--- src/rtl/mem_ctrl_if.sv ---
// -----------------------------------------------------------------------------
// mem_ctrl_if
// Bundles every signal between the memory controller, its two requesters
// (instruction fetch and load/store) and the byte-wide RAM.
//
//   Fetch port     : if_req, if_addr, if_flush -> ; <- if_done, if_data
//   Load/store port: mem_req, mem_we, mem_addr, mem_len, mem_wdata -> ;
//                    <- mem_done, mem_rdata
//   RAM port       : ram_din -> ; <- ram_dout, ram_a, ram_wr
//   Status         : <- busy
//
// Modport slave is the controller view, master is the requester/RAM view.
// -----------------------------------------------------------------------------
interface mem_ctrl_if #(
    parameter int ADDR_W = 32
) ();
    logic              if_req;
    logic [ADDR_W-1:0] if_addr;
    logic              if_flush;
    logic              if_done;
    logic [31:0]       if_data;

    logic              mem_req;
    logic              mem_we;
    logic [ADDR_W-1:0] mem_addr;
    logic [1:0]        mem_len;
    logic [31:0]       mem_wdata;
    logic              mem_done;
    logic [31:0]       mem_rdata;

    logic [7:0]        ram_din;
    logic [7:0]        ram_dout;
    logic [ADDR_W-1:0] ram_a;
    logic              ram_wr;

    logic              busy;

    modport slave (
        input  if_req, if_addr, if_flush,
        input  mem_req, mem_we, mem_addr, mem_len, mem_wdata,
        input  ram_din,
        output if_done, if_data, mem_done, mem_rdata,
        output ram_dout, ram_a, ram_wr, busy
    );

    modport master (
        output if_req, if_addr, if_flush,
        output mem_req, mem_we, mem_addr, mem_len, mem_wdata,
        output ram_din,
        input  if_done, if_data, mem_done, mem_rdata,
        input  ram_dout, ram_a, ram_wr, busy
    );
endinterface

--- src/rtl/mem_ctrl.sv ---
// -----------------------------------------------------------------------------
// mem_ctrl
// Arbitrates an instruction-fetch port and a load/store port onto a single
// byte-wide synchronous RAM (read data returns the cycle after its address).
// Multi-byte accesses are serialised one byte per cycle, little-endian.
// Load/store wins over fetch; an in-flight fetch can be flushed.
//
// Ports:
//   clk  - clock, rising edge
//   rst  - synchronous, active-high reset
//   bus  - mem_ctrl_if.slave: fetch, load/store, RAM and busy signals
// -----------------------------------------------------------------------------
module mem_ctrl #(
    parameter int ADDR_W = 32
) (
    input  logic       clk,
    input  logic       rst,
    mem_ctrl_if.slave  bus
);

    typedef enum logic [2:0] {IDLE, IF_RD, MEM_RD, MEM_WR, DONE} state_t;

    state_t            r_state;
    logic [ADDR_W-1:0] r_base;
    logic [31:0]       r_wdata;
    logic [2:0]        r_n;             // transfer length in bytes (1, 2 or 4)
    logic [2:0]        r_iss;           // bytes issued to the RAM so far
    logic [2:0]        r_rcv;           // bytes received from the RAM so far
    logic              r_is_if;
    logic              r_iss_vld_p0;    // a read address is on ram_a this cycle
    logic              r_rsp_vld_p1;    // ram_din carries a byte this cycle
    logic [31:0]       r_asm;

    logic              r_if_done;
    logic [31:0]       r_if_data;
    logic              r_mem_done;
    logic [31:0]       r_mem_rdata;
    logic [ADDR_W-1:0] r_ram_a;
    logic [7:0]        r_ram_dout;
    logic              r_ram_wr;

    logic [ADDR_W-1:0] w_iss_addr;
    logic              w_iss_more;
    logic [31:0]       w_asm_next;
    logic [7:0]        w_wr_byte;

    function automatic logic [2:0] len_to_n(input logic [1:0] len);
        case (len)
            2'b00:   len_to_n = 3'd1;
            2'b01:   len_to_n = 3'd2;
            default: len_to_n = 3'd4;
        endcase
    endfunction

    // Address arithmetic truncates to ADDR_W, so base+k wraps naturally.
    assign w_iss_addr = r_base + ADDR_W'(r_iss);
    assign w_iss_more = (r_iss < r_n);
    assign w_wr_byte  = r_wdata[{r_iss[1:0], 3'b000} +: 8];

    // Assembly register with the byte arriving this cycle merged in, so the
    // final byte can be published together with the done pulse.
    always_comb begin
        w_asm_next = r_asm;
        w_asm_next[{r_rcv[1:0], 3'b000} +: 8] = bus.ram_din;
    end

    always_ff @(posedge clk) begin
        if (rst) begin
            r_state      <= IDLE;
            r_base       <= '0;
            r_wdata      <= '0;
            r_n          <= '0;
            r_iss        <= '0;
            r_rcv        <= '0;
            r_is_if      <= 1'b0;
            r_iss_vld_p0 <= 1'b0;
            r_rsp_vld_p1 <= 1'b0;
            r_asm        <= '0;
            r_if_done    <= 1'b0;
            r_if_data    <= '0;
            r_mem_done   <= 1'b0;
            r_mem_rdata  <= '0;
            r_ram_a      <= '0;
            r_ram_dout   <= '0;
            r_ram_wr     <= 1'b0;
        end else begin
            case (r_state)
                IDLE: begin
                    r_iss        <= '0;
                    r_rcv        <= '0;
                    r_iss_vld_p0 <= 1'b0;
                    r_rsp_vld_p1 <= 1'b0;
                    if (bus.mem_req) begin
                        // First byte goes out straight from the request inputs.
                        r_base   <= bus.mem_addr;
                        r_n      <= len_to_n(bus.mem_len);
                        r_wdata  <= bus.mem_wdata;
                        r_is_if  <= 1'b0;
                        r_iss    <= 3'd1;
                        r_asm    <= '0;
                        r_ram_a  <= bus.mem_addr;
                        if (bus.mem_we) begin
                            r_state    <= MEM_WR;
                            r_ram_wr   <= 1'b1;
                            r_ram_dout <= bus.mem_wdata[7:0];
                        end else begin
                            r_state      <= MEM_RD;
                            r_iss_vld_p0 <= 1'b1;
                        end
                    end else if (bus.if_req && !bus.if_flush) begin
                        r_base       <= bus.if_addr;
                        r_n          <= 3'd4;
                        r_is_if      <= 1'b1;
                        r_iss        <= 3'd1;
                        r_asm        <= '0;
                        r_ram_a      <= bus.if_addr;
                        r_iss_vld_p0 <= 1'b1;
                        r_state      <= IF_RD;
                    end
                end

                IF_RD, MEM_RD: begin
                    if (r_state == IF_RD && bus.if_flush) begin
                        // Abort: bytes still in the RAM pipe are dropped.
                        r_state      <= IDLE;
                        r_ram_a      <= '0;
                        r_iss        <= '0;
                        r_rcv        <= '0;
                        r_iss_vld_p0 <= 1'b0;
                        r_rsp_vld_p1 <= 1'b0;
                    end else begin
                        // Issue stage: one address per cycle until n issued.
                        r_rsp_vld_p1 <= r_iss_vld_p0;
                        if (w_iss_more) begin
                            r_ram_a      <= w_iss_addr;
                            r_iss        <= r_iss + 3'd1;
                            r_iss_vld_p0 <= 1'b1;
                        end else begin
                            r_ram_a      <= '0;
                            r_iss_vld_p0 <= 1'b0;
                        end
                        // Receive stage: one byte per cycle, one cycle behind.
                        if (r_rsp_vld_p1) begin
                            r_asm <= w_asm_next;
                            r_rcv <= r_rcv + 3'd1;
                            if (r_rcv == r_n - 3'd1) begin
                                r_state      <= DONE;
                                r_rsp_vld_p1 <= 1'b0;
                                if (r_is_if) begin
                                    r_if_done <= 1'b1;
                                    r_if_data <= w_asm_next;
                                end else begin
                                    r_mem_done  <= 1'b1;
                                    r_mem_rdata <= w_asm_next;
                                end
                            end
                        end
                    end
                end

                MEM_WR: begin
                    if (w_iss_more) begin
                        r_ram_a    <= w_iss_addr;
                        r_ram_dout <= w_wr_byte;
                        r_ram_wr   <= 1'b1;
                        r_iss      <= r_iss + 3'd1;
                    end else begin
                        r_ram_a    <= '0;
                        r_ram_dout <= '0;
                        r_ram_wr   <= 1'b0;
                        r_mem_done <= 1'b1;
                        r_state    <= DONE;
                    end
                end

                DONE: begin
                    // Single-cycle done pulse; requests are not looked at here.
                    r_if_done  <= 1'b0;
                    r_mem_done <= 1'b0;
                    r_iss      <= '0;
                    r_rcv      <= '0;
                    r_state    <= IDLE;
                end

                default: r_state <= IDLE;
            endcase
        end
    end

    assign bus.if_done   = r_if_done;
    assign bus.if_data   = r_if_data;
    assign bus.mem_done  = r_mem_done;
    assign bus.mem_rdata = r_mem_rdata;
    assign bus.ram_a     = r_ram_a;
    assign bus.ram_dout  = r_ram_dout;
    assign bus.ram_wr    = r_ram_wr;
    assign bus.busy      = (r_state != IDLE);

endmodule

--- src/flat_wrapper.sv ---
// flat-port wrapper written by rule: the top's interface ports become plain ports
module mem_ctrl_flat 
#(
    parameter int ADDR_W = 32
)
  (clk, rst, bus_if_req, bus_if_addr, bus_if_flush, bus_mem_req, bus_mem_we, bus_mem_addr, bus_mem_len, bus_mem_wdata, bus_ram_din, bus_if_done, bus_if_data, bus_mem_done, bus_mem_rdata, bus_ram_dout, bus_ram_a, bus_ram_wr, bus_busy);
  mem_ctrl_if #(.ADDR_W(ADDR_W)) bus_i ();
  input  logic clk;
  input  logic rst;
  input wire logic [$bits(bus_i.if_req)-1:0] bus_if_req;
  input wire logic [$bits(bus_i.if_addr)-1:0] bus_if_addr;
  input wire logic [$bits(bus_i.if_flush)-1:0] bus_if_flush;
  input wire logic [$bits(bus_i.mem_req)-1:0] bus_mem_req;
  input wire logic [$bits(bus_i.mem_we)-1:0] bus_mem_we;
  input wire logic [$bits(bus_i.mem_addr)-1:0] bus_mem_addr;
  input wire logic [$bits(bus_i.mem_len)-1:0] bus_mem_len;
  input wire logic [$bits(bus_i.mem_wdata)-1:0] bus_mem_wdata;
  input wire logic [$bits(bus_i.ram_din)-1:0] bus_ram_din;
  output wire logic [$bits(bus_i.if_done)-1:0] bus_if_done;
  output wire logic [$bits(bus_i.if_data)-1:0] bus_if_data;
  output wire logic [$bits(bus_i.mem_done)-1:0] bus_mem_done;
  output wire logic [$bits(bus_i.mem_rdata)-1:0] bus_mem_rdata;
  output wire logic [$bits(bus_i.ram_dout)-1:0] bus_ram_dout;
  output wire logic [$bits(bus_i.ram_a)-1:0] bus_ram_a;
  output wire logic [$bits(bus_i.ram_wr)-1:0] bus_ram_wr;
  output wire logic [$bits(bus_i.busy)-1:0] bus_busy;
  assign bus_i.if_req = bus_if_req;
  assign bus_i.if_addr = bus_if_addr;
  assign bus_i.if_flush = bus_if_flush;
  assign bus_i.mem_req = bus_mem_req;
  assign bus_i.mem_we = bus_mem_we;
  assign bus_i.mem_addr = bus_mem_addr;
  assign bus_i.mem_len = bus_mem_len;
  assign bus_i.mem_wdata = bus_mem_wdata;
  assign bus_i.ram_din = bus_ram_din;
  assign bus_if_done = bus_i.if_done;
  assign bus_if_data = bus_i.if_data;
  assign bus_mem_done = bus_i.mem_done;
  assign bus_mem_rdata = bus_i.mem_rdata;
  assign bus_ram_dout = bus_i.ram_dout;
  assign bus_ram_a = bus_i.ram_a;
  assign bus_ram_wr = bus_i.ram_wr;
  assign bus_busy = bus_i.busy;
  mem_ctrl #(.ADDR_W(ADDR_W)) u_core (.clk(clk), .rst(rst), .bus(bus_i));
endmodule
--- config.mk ---
export PLATFORM = sky130hd
export DESIGN_NAME = mem_ctrl_flat
export DESIGN_NICKNAME = d
export VERILOG_FILES = /design/src/rtl/mem_ctrl_if.sv /design/src/rtl/mem_ctrl.sv /design/src/flat_wrapper.sv
export SDC_FILE = /design/constraint.sdc
export NUM_CORES = 1
export LEC_CHECK = 0
export ABC_AREA = 1
export BUFFER_PORTS_ARGS = -buffer_cell sky130_fd_sc_hd__buf_4
export CAP_MARGIN = 20
export CORE_UTILIZATION = 44
export DETAILED_ROUTE_END_ITERATION = 10
export PLACE_DENSITY = 0.67
export SETUP_SLACK_MARGIN = 0.2
export SKIP_CTS_REPAIR_TIMING = 1
export SLEW_MARGIN = 25
export SYNTH_ARGS = -nofsm -noshare
export SYNTH_HDL_FRONTEND = slang
export SYNTH_SLANG_ARGS = --single-unit
--- constraint.sdc ---
create_clock -name clk -period 2.4 [get_ports clk]
set_input_delay 0.72 -clock clk [delete_from_list [all_inputs] [get_ports clk]]
set_output_delay 0.72 -clock clk [all_outputs]
set_load 0.1 [all_outputs]
==> results of run 1 <==
==> stage by stage <==
stage          total power, W  setup slack, ps  cell area, sq um
3_3_place_gp           0.0134              276             12600
5_1_grt                0.0188              178             13600
2_1_floorplan          0.0115              289             10600
3_5_place_dp           0.0135              228             12600
6_report               0.0177              229             13600
4_1_cts                0.0175             45.3             13400
==> power groups by stage <==
stage          clock, W  combinational, W  sequential (W)
2_1_floorplan         0           0.00414         0.00736
6_report        0.00394           0.00863         0.00513
5_1_grt         0.00415           0.00942         0.00522
3_5_place_dp          0           0.00838         0.00517
4_1_cts         0.00399           0.00841         0.00511
3_3_place_gp          0           0.00828         0.00517
==> cell type report <==
class	count	area (sq um)	area share
tap	319	399	0.0294
sequential	218	4370	0.322
inverter	186	707	0.0521
clock inverter	11	143	0.0105
timing repair buffer	264	2090	0.154
clock buffer	35	713	0.0525
multi-input combinational	1047	5160	0.380
==> flip-flops by register name (all words and copies together), names as in the netlist, 3 cells and up <==
signal / count
u_core.bus.ram_a: 32
u_core.bus.if_data: 32
u_core.r_n: 3
u_core.bus.ram_dout: 8
u_core.r_state: 3
u_core.r_base: 32
u_core.r_iss: 3
u_core.bus.mem_rdata: 32
u_core.r_wdata: 32
u_core.r_rcv: 3
u_core.r_asm: 32
==> worst register-to-register path, delay by kind of cell, from the launching register on <==
| family | cells | cell delay [ps] |
|---|---|---|
| compound gates | 2 | 320 |
| xor+xnor | 1 | 190 |
| fa+ha+maj | 2 | 600 |
| buf+inv | 1 | 60 |
| flops | 1 | 350 |
| simple gates | 3 | 470 |
==> cells in the mapped netlist (2+ instances only) <==
cell type | count | area (sq um)
a211oi_1 | 6 | 45.0
a21oi_1 | 228 | 1140
a31oi_1 | 4 | 25.0
buf_1 | 6 | 22.5
buf_2 | 24 | 120
buf_4 | 3 | 22.5
buf_6 | 4 | 45.0
clkbuf_1 | 51 | 191
clkinv_1 | 2 | 7.51
dfxtp_1 | 218 | 4360
ha_1 | 13 | 163
inv_1 | 175 | 657
inv_2 | 8 | 30.0
mux2i_1 | 17 | 170
nand2_1 | 285 | 1070
nand2_2 | 8 | 50.1
nand3_1 | 77 | 385
nand4_1 | 7 | 43.8
nor2_1 | 147 | 552
nor2_2 | 3 | 18.8
nor3_1 | 41 | 205
o21ai_0 | 153 | 766
o21ai_1 | 10 | 50.1
o22ai_1 | 23 | 144
or2_2 | 5 | 31.3
xnor2_1 | 4 | 35.0
xor2_1 | 6 | 52.6
==> how the worst min path moves through the flow <==
stage / cells after the start / endpoint / slack (ps)
after floorplan: 2 / u_core.r_wdata[10]$_SDFFE_PP0P_ / 430
after global placement: 2 / u_core.r_wdata[12]$_SDFFE_PP0P_ / 440
after detailed placement: 2 / u_core.r_wdata[9]$_SDFFE_PP0P_ / 440
after CTS: 3 / u_core.r_wdata[17]$_SDFFE_PP0P_ / 430
after global routing: 3 / u_core.r_wdata[18]$_SDFFE_PP0P_ / 440
final: 3 / u_core.r_n[1]$_SDFFE_PP0P_ / 440
==> layer usage <==
metal  track usage  up-vias
met4        0.0700        0
met1         0.365     4846
li1              -     5451
met3        0.0454       48
met2         0.399      365
met5             0        -
==> kinds of logic (layout without fill, tap and decap cells) <==
kind of cell / count (synthesis) / count (layout) / share of synthesized area
adder cells (fa/ha/maj): 14 / 14 / 0.0173
AO/OA/AOI/OAI: 429 / 429 / 0.212
flip-flops: 218 / 218 / 0.413
XOR/XNOR: 10 / 10 / 0.00830
multiplexers: 17 / 17 / 0.0161
AND/OR/NAND/NOR: 577 / 577 / 0.228
buffers and inverters: 274 / 496 / 0.104
==> impl_metrics.toml, run 1 <==
[route]
wl_met2_um = 13700
drt_wl_total_um = 31700
vias_per_cell = 5.15
ant_nets = 0
drtIter0Drc = 737
drt-met1-wl_um = 14800
drc = 0
route.met3.wl_um = 2480
dr.max_layer_used = "met4"
dr.pass1.iters = 5
routedWlPerCell_um = 15.2
vias = 10710

[setup_path]
worstSetupPathType = "flip-flop to output port"
crit_start = "u_core.r_state[1]$_SDFFE_PP0P_"
rr_worst_depth = 9
cp.buffers_inverters = 1
max_stage_delay_ps = 350
rr_startpoint = "u_core.r_iss[0]$_SDFFE_PP0P_"
crit_fanout = 5
reg2reg_to = "u_core.bus.ram_a[10]$_SDFFE_PP0P_"
path_cells = "nor2_4 -> nand2_4 -> buf_12"
crit_required_ps = 1680
crit_end = "bus_busy"
reg2reg_slack_ps = 340
path_delay_family = "simple AND/OR/NAND/NOR gates"
worst_ep_arrival_time_ps = 1450
cp-start-kind = "flip-flop"
worstSetupEndpointType = "output port"
crit_slowest_cell = "dfxtp_2"
cp.depth = 3

[pwr]
power_leakage_nw = 6.03
power.internal_w = 0.00932
p_switching_w = 0.00839
powerDensity_nw_per_um2 = 1300
pwr-share-comb = 0.487
netSwitchingFraction = 0.474
p_clk_frac = 0.223
p_seq_frac = 0.290
vdd_ir_drop_max_uv = 1150

[finish]
layout.nets = 1868
instances_no_fill = 2080
drive_above_1_share = 0.201
diodes = 0
area_growth_pct = 28.6
fin_util = 0.579
final_common_cell = "nand2_1"
mostFrequentLayoutCells = "285 x nand2_1, 255 x buf_4, 228 x a21oi_1, 216 x dfxtp_1, 174 x inv_1"
fillers = 2230

[die]
io_pins = 220
rows = 56
coreArea_sq_um = 23500
fp.dieW_um = 157
start_util = 0.450
die_area_sq_um = 24600
die_y_um = 157

[timing]
slew_violations = 0
timing.fmax_mhz = 461
rsz0062_at_grt = "true"
tightest_slew_ps = 524
relSlewSlack = 0.648
finalHoldViolCount = 0
hold_slack_ps = 444
finalSetupViolCount = 0
fin_skew_ps = 21.3
period_needed_ps = 2170
tns_ps = 0
finalCritPeriodShare = 0.904

[clocking]
clkSinkCount = 218
clk_pin_slew_worst_paths_ps = 60
h-tree-depth = 1
cts_tree = "yes"
clock_path_buffers = 3
cts_buffers = 25
root_buffer = "clkbuf_16"
insertion_delay_ps = 530

[global_route]
grt_pass1_wl_um = 50800
grt_pass1_vias = 9967
grtUsageTotal = 0.257
grt_max_degree = 97
overflow = 0
antenna_found_initial = 0

[outcome]
outcome = "finished, final reports clean"

[place]
routabilityCongestion = 0.958
hpwl_um = 22600
dp.cells = 2026
port_buffers = 219

[synth]
synthCells = 1539
synth-edff-count = 0
ys_ff_latch = 218
ys.flop_type = "dfxtp_1"
synth_cell_types = 38
syn_avg_cell_area_sq_um = 6.86
synthesis.area_sq_um = 10600
seq_area_frac_synth = 0.413
async_flop_share = 0
yosys_warnings = 0
syn_nets = 1665

[hold_path]
hold_path.startpoint = "bus_mem_len[0]"
hp-class = "primary input to flip-flop"

[run]
cap_violations = 0
(Power assumes the default switching activity.)
==> run 2: changes to the inputs <==
--- a/config.mk
+++ b/config.mk
@@ -10,7 +10,7 @@
 export CAP_MARGIN = 20
 export CORE_UTILIZATION = 44
 export DETAILED_ROUTE_END_ITERATION = 10
-export PLACE_DENSITY = 0.67
+export PLACE_DENSITY = 0.77
 export SETUP_SLACK_MARGIN = 0.2
 export SKIP_CTS_REPAIR_TIMING = 1
 export SLEW_MARGIN = 25
==> run 2 against run 1 <==
  * Clock power rose by 3%
  * Total power fell by 0.64%
  * Core utilization fell by 0.43 points
  * Cell count fell by 0.48%
  * Combinational power fell by 2.4%
  * Die area did not move
  * Flip-flop and latch count did not move
==> impl_metrics.toml, run 2 (same netlist as run 1, synthesis figures left out) <==
[place]
port_buffers = 219
routabilityCongestion = 0.920
dp_slack_ps = 158
hpwl_um = 22300
placed_area_sq_um = 12600

[finish]
layout.nets = 1859
final_common_cell = "nand2_1"
fin_util = 0.574
fillers = 2198
seqCellArea_sq_um = 4370
final_area_sq_um = 13500
diodes = 0
mostFrequentLayoutCells = "284 x nand2_1, 247 x buf_4, 228 x a21oi_1, 217 x dfxtp_1, 173 x inv_1"
multiInputGateArea_sq_um = 5110
area_growth_pct = 27.7
drive_above_1_share = 0.192

[setup_path]
crit_fanout = 5
rr_worst_depth = 7
crit_required_ps = 1680
rr_startpoint = "u_core.r_rcv[0]$_SDFFE_PP0P_"
reg2reg_to = "u_core.bus.if_data[5]$_SDFFE_PP0P_"
cp-start-kind = "flip-flop"
worstSetupPathType = "flip-flop to output port"
worst_ep_arrival_time_ps = 1410
worstSetupEndpointType = "output port"
reg2reg_slack_ps = 300

[die]
fp.dieW_um = 157
die_y_um = 157
die_area_sq_um = 24600
io_pins = 220
coreArea_sq_um = 23500
start_util = 0.450
rows = 56

[clocking]
clk_pin_slew_worst_paths_ps = 60
h-tree-depth = 1
insertion_delay_ps = 540
clkSinkCount = 218
clock_path_buffers = 3
cts_tree = "yes"
cts_buffers = 24
root_buffer = "clkbuf_16"

[global_route]
grt_pass1_wl_um = 50600
antenna_found_initial = 0
grt_max_degree = 97
overflow = 0
grt_pass1_vias = 10067
grtUsageTotal = 0.253

[route]
drt-met1-wl_um = 13900
route.met3.wl_um = 2620
drt_wl_total_um = 31600
dr.max_layer_used = "met4"
routedWlPerCell_um = 15.2
dr.pass1.iters = 5
ant_nets = 0
drtIter0Drc = 660
drc = 0
vias = 10962
vias_per_cell = 5.30
wl_met2_um = 14200

[timing]
fin_ws_ps = 270
relSlewSlack = 0.694
finalHoldViolCount = 0
rsz0062_at_grt = "true"
period_needed_ps = 2130
slew_violations = 0
finalSetupViolCount = 0
hold_slack_ps = 451
timing.fmax_mhz = 469
fin_skew_ps = 19.8
finalCritPeriodShare = 0.888
tightest_slew_ps = 456
tns_ps = 0

[hold_path]
min_to = "u_core.r_wdata[25]$_SDFFE_PP0P_"
min_path_cells = 2
hold_path.startpoint = "u_core.r_wdata[25]$_SDFFE_PP0P_"
hp-class = "flip-flop to flip-flop"

[run]
cap_violations = 0

[pwr]
vdd_ir_drop_max_uv = 1370
power_leakage_nw = 5.98
powerDensity_nw_per_um2 = 1310

[outcome]
outcome = "finished, final reports clean"
[run 2: worst max path at each step]
| stage | from | endpoint | slack [ps] | cells after the start |
|---|---|---|---|---|
| after global routing | u_core.r_rcv[0]$_SDFFE_PP0P_ | u_core.bus.mem_rdata[6]$_SDFFE_PP0P_ | 110 | 7 |
| after floorplan | u_core.r_iss[1]$_SDFFE_PP0P_ | u_core.bus.ram_a[26]$_SDFFE_PP0P_ | 290 | 9 |
| after global placement | bus_if_flush | u_core.bus.ram_a[26]$_SDFFE_PP0P_ | 240 | 10 |
| after CTS | u_core.r_state[0]$_SDFFE_PP0P_ | bus_busy | 30 | 3 |
| after detailed placement | bus_if_flush | u_core.bus.mem_rdata[13]$_SDFFE_PP0P_ | 160 | 10 |
| final | u_core.r_state[1]$_SDFFE_PP0P_ | bus_busy | 270 | 3 |
[run 2: worst max-delay path, cell delays in order, from the launching register on]
cell	delay (ps)
dfxtp_1	360
nor2_4	230
nand2_4	90
buf_6	200
[run 2: per-layer routing]
layer / global-route usage / vias up
met1: 0.346 / 5031
li1: - / 5418
met3: 0.0421 / 63
met2: 0.407 / 450
met4: 0.0808 / 0
met5: 0 / -
[run 2: per-stage QoR]
stage	cells	power (W)
after floorplan	1539	0.0115
after global placement	2024	0.0133
after detailed placement	2024	0.0134
after CTS	2068	0.0175
after global routing	2070	0.0186
final	2070	0.0176
[run 2: power by group]
part,internal [W],total [W],switching [W]
Combinational,0.00224,0.00842,0.00618
Clock,0.00250,0.00404,0.00154
Sequential,0.00454,0.00514,0.000600
Total,0.00927,0.0176,0.00832
[run 2: final cells by class]
| cell class | count | share of cell area |
|---|---|---|
| clock buffers | 37 | 0.0534 |
| clock inverters | 7 | 0.0111 |
| inverters | 186 | 0.0524 |
| multi-input cells | 1047 | 0.379 |
| flip-flops and latches | 218 | 0.324 |
| well taps | 319 | 0.0296 |
| repair buffers | 256 | 0.150 |
==> run 3: changes to the inputs <==
--- a/config.mk
+++ b/config.mk
@@ -5,7 +5,6 @@
 export SDC_FILE = /design/constraint.sdc
 export NUM_CORES = 1
 export LEC_CHECK = 0
-export ABC_AREA = 1
 export BUFFER_PORTS_ARGS = -buffer_cell sky130_fd_sc_hd__buf_4
 export CAP_MARGIN = 20
 export CORE_UTILIZATION = 44
==> run 3 against run 2 <==
  * The flow now finishes with violations (design-rule violations)
  * Sequential power is 13% lower
  * Synthesized cell count shrank 23%
  * Cell count decreased by 18%
  * Flip-flop and latch count did not move
  * Sequential share of layout area grew 0.84 points
  * First-iteration DRC count fell by 13%
  * Worst setup slack lost 180 ps
  * Combinational power down 43%
  * Via count is 13% lower
  * Largest power group unchanged
==> impl_metrics.toml, run 3 <==
[global_route]
antenna_found_initial = 0
grt_pass1_vias = 8886
grt_pass1_wl_um = 45200
grt_max_degree = 143
overflow = 0
grtUsageTotal = 0.233

[die]
fp.dieW_um = 153
start_util = 0.454
die_y_um = 153
die_area_sq_um = 23300
rows = 54
io_pins = 220
coreArea_sq_um = 22000

[setup_path]
worstSetupPathType = "flip-flop to output port"
reg2reg_slack_ps = 260
worst_ep_arrival_time_ps = 1590
crit_fanout = 8
max_stage_delay_ps = 370
path_cells = "nor3_4 -> clkinvlp_4 -> buf_6"
crit_required_ps = 1680
path_delay_family = "buffers and inverters"
worstSetupEndpointType = "output port"
cp-start-kind = "flip-flop"
cp.buffers_inverters = 2
crit_slowest_cell = "dfxtp_2"

[clocking]
cts_tree = "yes"
insertion_delay_ps = 520
cts_buffers = 24
clkSinkCount = 218
clock_path_buffers = 3
h-tree-depth = 1
root_buffer = "clkbuf_16"
clk_pin_slew_worst_paths_ps = 60

[timing]
relSlewSlack = 0.545
slew_violations = 0
fin_skew_ps = 11.0
period_needed_ps = 2310
timing.fmax_mhz = 433
finalHoldViolCount = 0
rsz0062_at_grt = "true"
finalSetupViolCount = 0
finalCritPeriodShare = 0.961
tightest_slew_ps = 682
hold_slack_ps = 445

[synth]
synthCells = 1192
seq_area_frac_synth = 0.437
synth_top_cell_by_area = "dfxtp_1"
async_flop_share = 0
synth_cell_types = 59
synth_area_leaders = "dfxtp_1 44%, a21oi_1 7.5%, a211oi_1 7.0%"
synthesis.area_sq_um = 9990
yosys_warnings = 0
ys.flop_type = "dfxtp_1"
synth_common_cells = "218 x dfxtp_1, 150 x a21oi_1, 129 x nand2_1, 129 x nor2_1, 93 x a211oi_1"
ys_ff_latch = 218
synth.top_cell.area_share = 0.437
syn_nets = 1318
synth.most_common_cell = "dfxtp_1"
syn_avg_cell_area_sq_um = 8.38
synth-edff-count = 0

[finish]
area_growth_pct = 31.5
drive_above_1_share = 0.252
mostFrequentLayoutCells = "259 x buf_4, 216 x dfxtp_1, 146 x a21oi_1, 129 x nand2_1, 125 x nor2_1"
diodes = 0
layout.nets = 1527
instances_no_fill = 1698
fin_util = 0.597
final_common_cell = "buf_4"

[pwr]
p_total_w = 0.0133
power_leakage_nw = 5.10
powerDensity_nw_per_um2 = 1010
vdd_ir_drop_max_uv = 671

[outcome]
outcome = "complete, but fails checks"
violations = "design-rule violations"

[route]
drtIter0Drc = 574
ant_nets = 0
drt_wl_total_um = 27900
vias = 9554
vias_per_cell = 5.63
routedWlPerCell_um = 16.4
dr.pass1.iters = 11
drc = 12

[place]
routabilityCongestion = 0.840
hpwl_um = 18900
port_buffers = 219
dp.cells = 1651

[hold_path]
hp-class = "flip-flop to flip-flop"

[run]
cap_violations = 0
run 3: changes by cell type in the layout (fill, tap and decap cells not counted), sizes merged, moves of 13 or more:
cell    before  now
a21oi      228  150
nand2      294  129
nor2b        0   38
o21ai      163   71
nand3       78   10
nand3b       0   33
inv        185   18
nor3        41   22
nor2       152  129
o22ai       23    3
a21o         0   13
buf        256  269
a211oi       6   93
run 3: stage by stage:
step	cell area, sq um	worst slack, ps	setup TNS (ps)
after floorplan	10000	225	0
after global placement	12200	244	0
after detailed placement	12200	157	0
after CTS	13000	-147	-147
after global routing	13100	31.9	0
final	13100	93.1	0
run 3: final timing paths:
| kind | start | end | cells after the start |
|---|---|---|---|
| min | u_core.r_asm[3]$_SDFFE_PP0P_ | u_core.r_asm[3]$_SDFFE_PP0P_ | 2 |
| max | u_core.r_state[0]$_SDFFE_PP0P_ | bus_busy | 3 |
| max reg2reg | u_core.r_n[2]$_SDFFE_PP0P_ | u_core.bus.ram_a[31]$_SDFFE_PP0P_ | 7 |
| min reg2reg | u_core.r_asm[3]$_SDFFE_PP0P_ | u_core.r_asm[3]$_SDFFE_PP0P_ | 2 |
run 3: cells by family after synthesis:
group           Yosys count  synth area share
simple gates            409             0.196
compound gates          382             0.234
flops                   218             0.437
buf+inv                 107            0.0426
mux                      42            0.0528
xor+xnor                 20            0.0189
fa+ha+maj                14            0.0183
run 3: layer usage:
metal / part of all wire / GRT usage / vias up
met4: 0.024 / 0.0722 / 0
met3: 0.060 / 0.0333 / 50
met2: 0.48 / 0.393 / 307
li1: - / - / 4690
met1: 0.44 / 0.307 / 4507
met5: 0 / 0 / -
run 3: cell type report:
class	instances	area [sq um]
Sequential cell	218	4370
Tap cell	280	350
Clock inverter	13	206
Inverter	19	75.1
Fill cell	1923	8880
Multi-Input combinational cell	867	5300
Clock buffer	30	663
Timing Repair Buffer	271	2180
run 3: tightest hold or removal path: cells and delay by family (launching register included):
kind             cells  cell delay (ps)
flip-flops           1              300
AND/OR/NAND/NOR      1               50
AO/OA/AOI/OAI        1               50
run 3: where the power goes:
| part | total (W) | internal [W] | leakage (nW) | switching, W |
|---|---|---|---|---|
| clock network | 0.00402 | 0.00250 | 0.424 | 0.00152 |
| logic | 0.00484 | 0.00148 | 2.89 | 0.00336 |
| registers | 0.00448 | 0.00408 | 1.78 | 0.000393 |
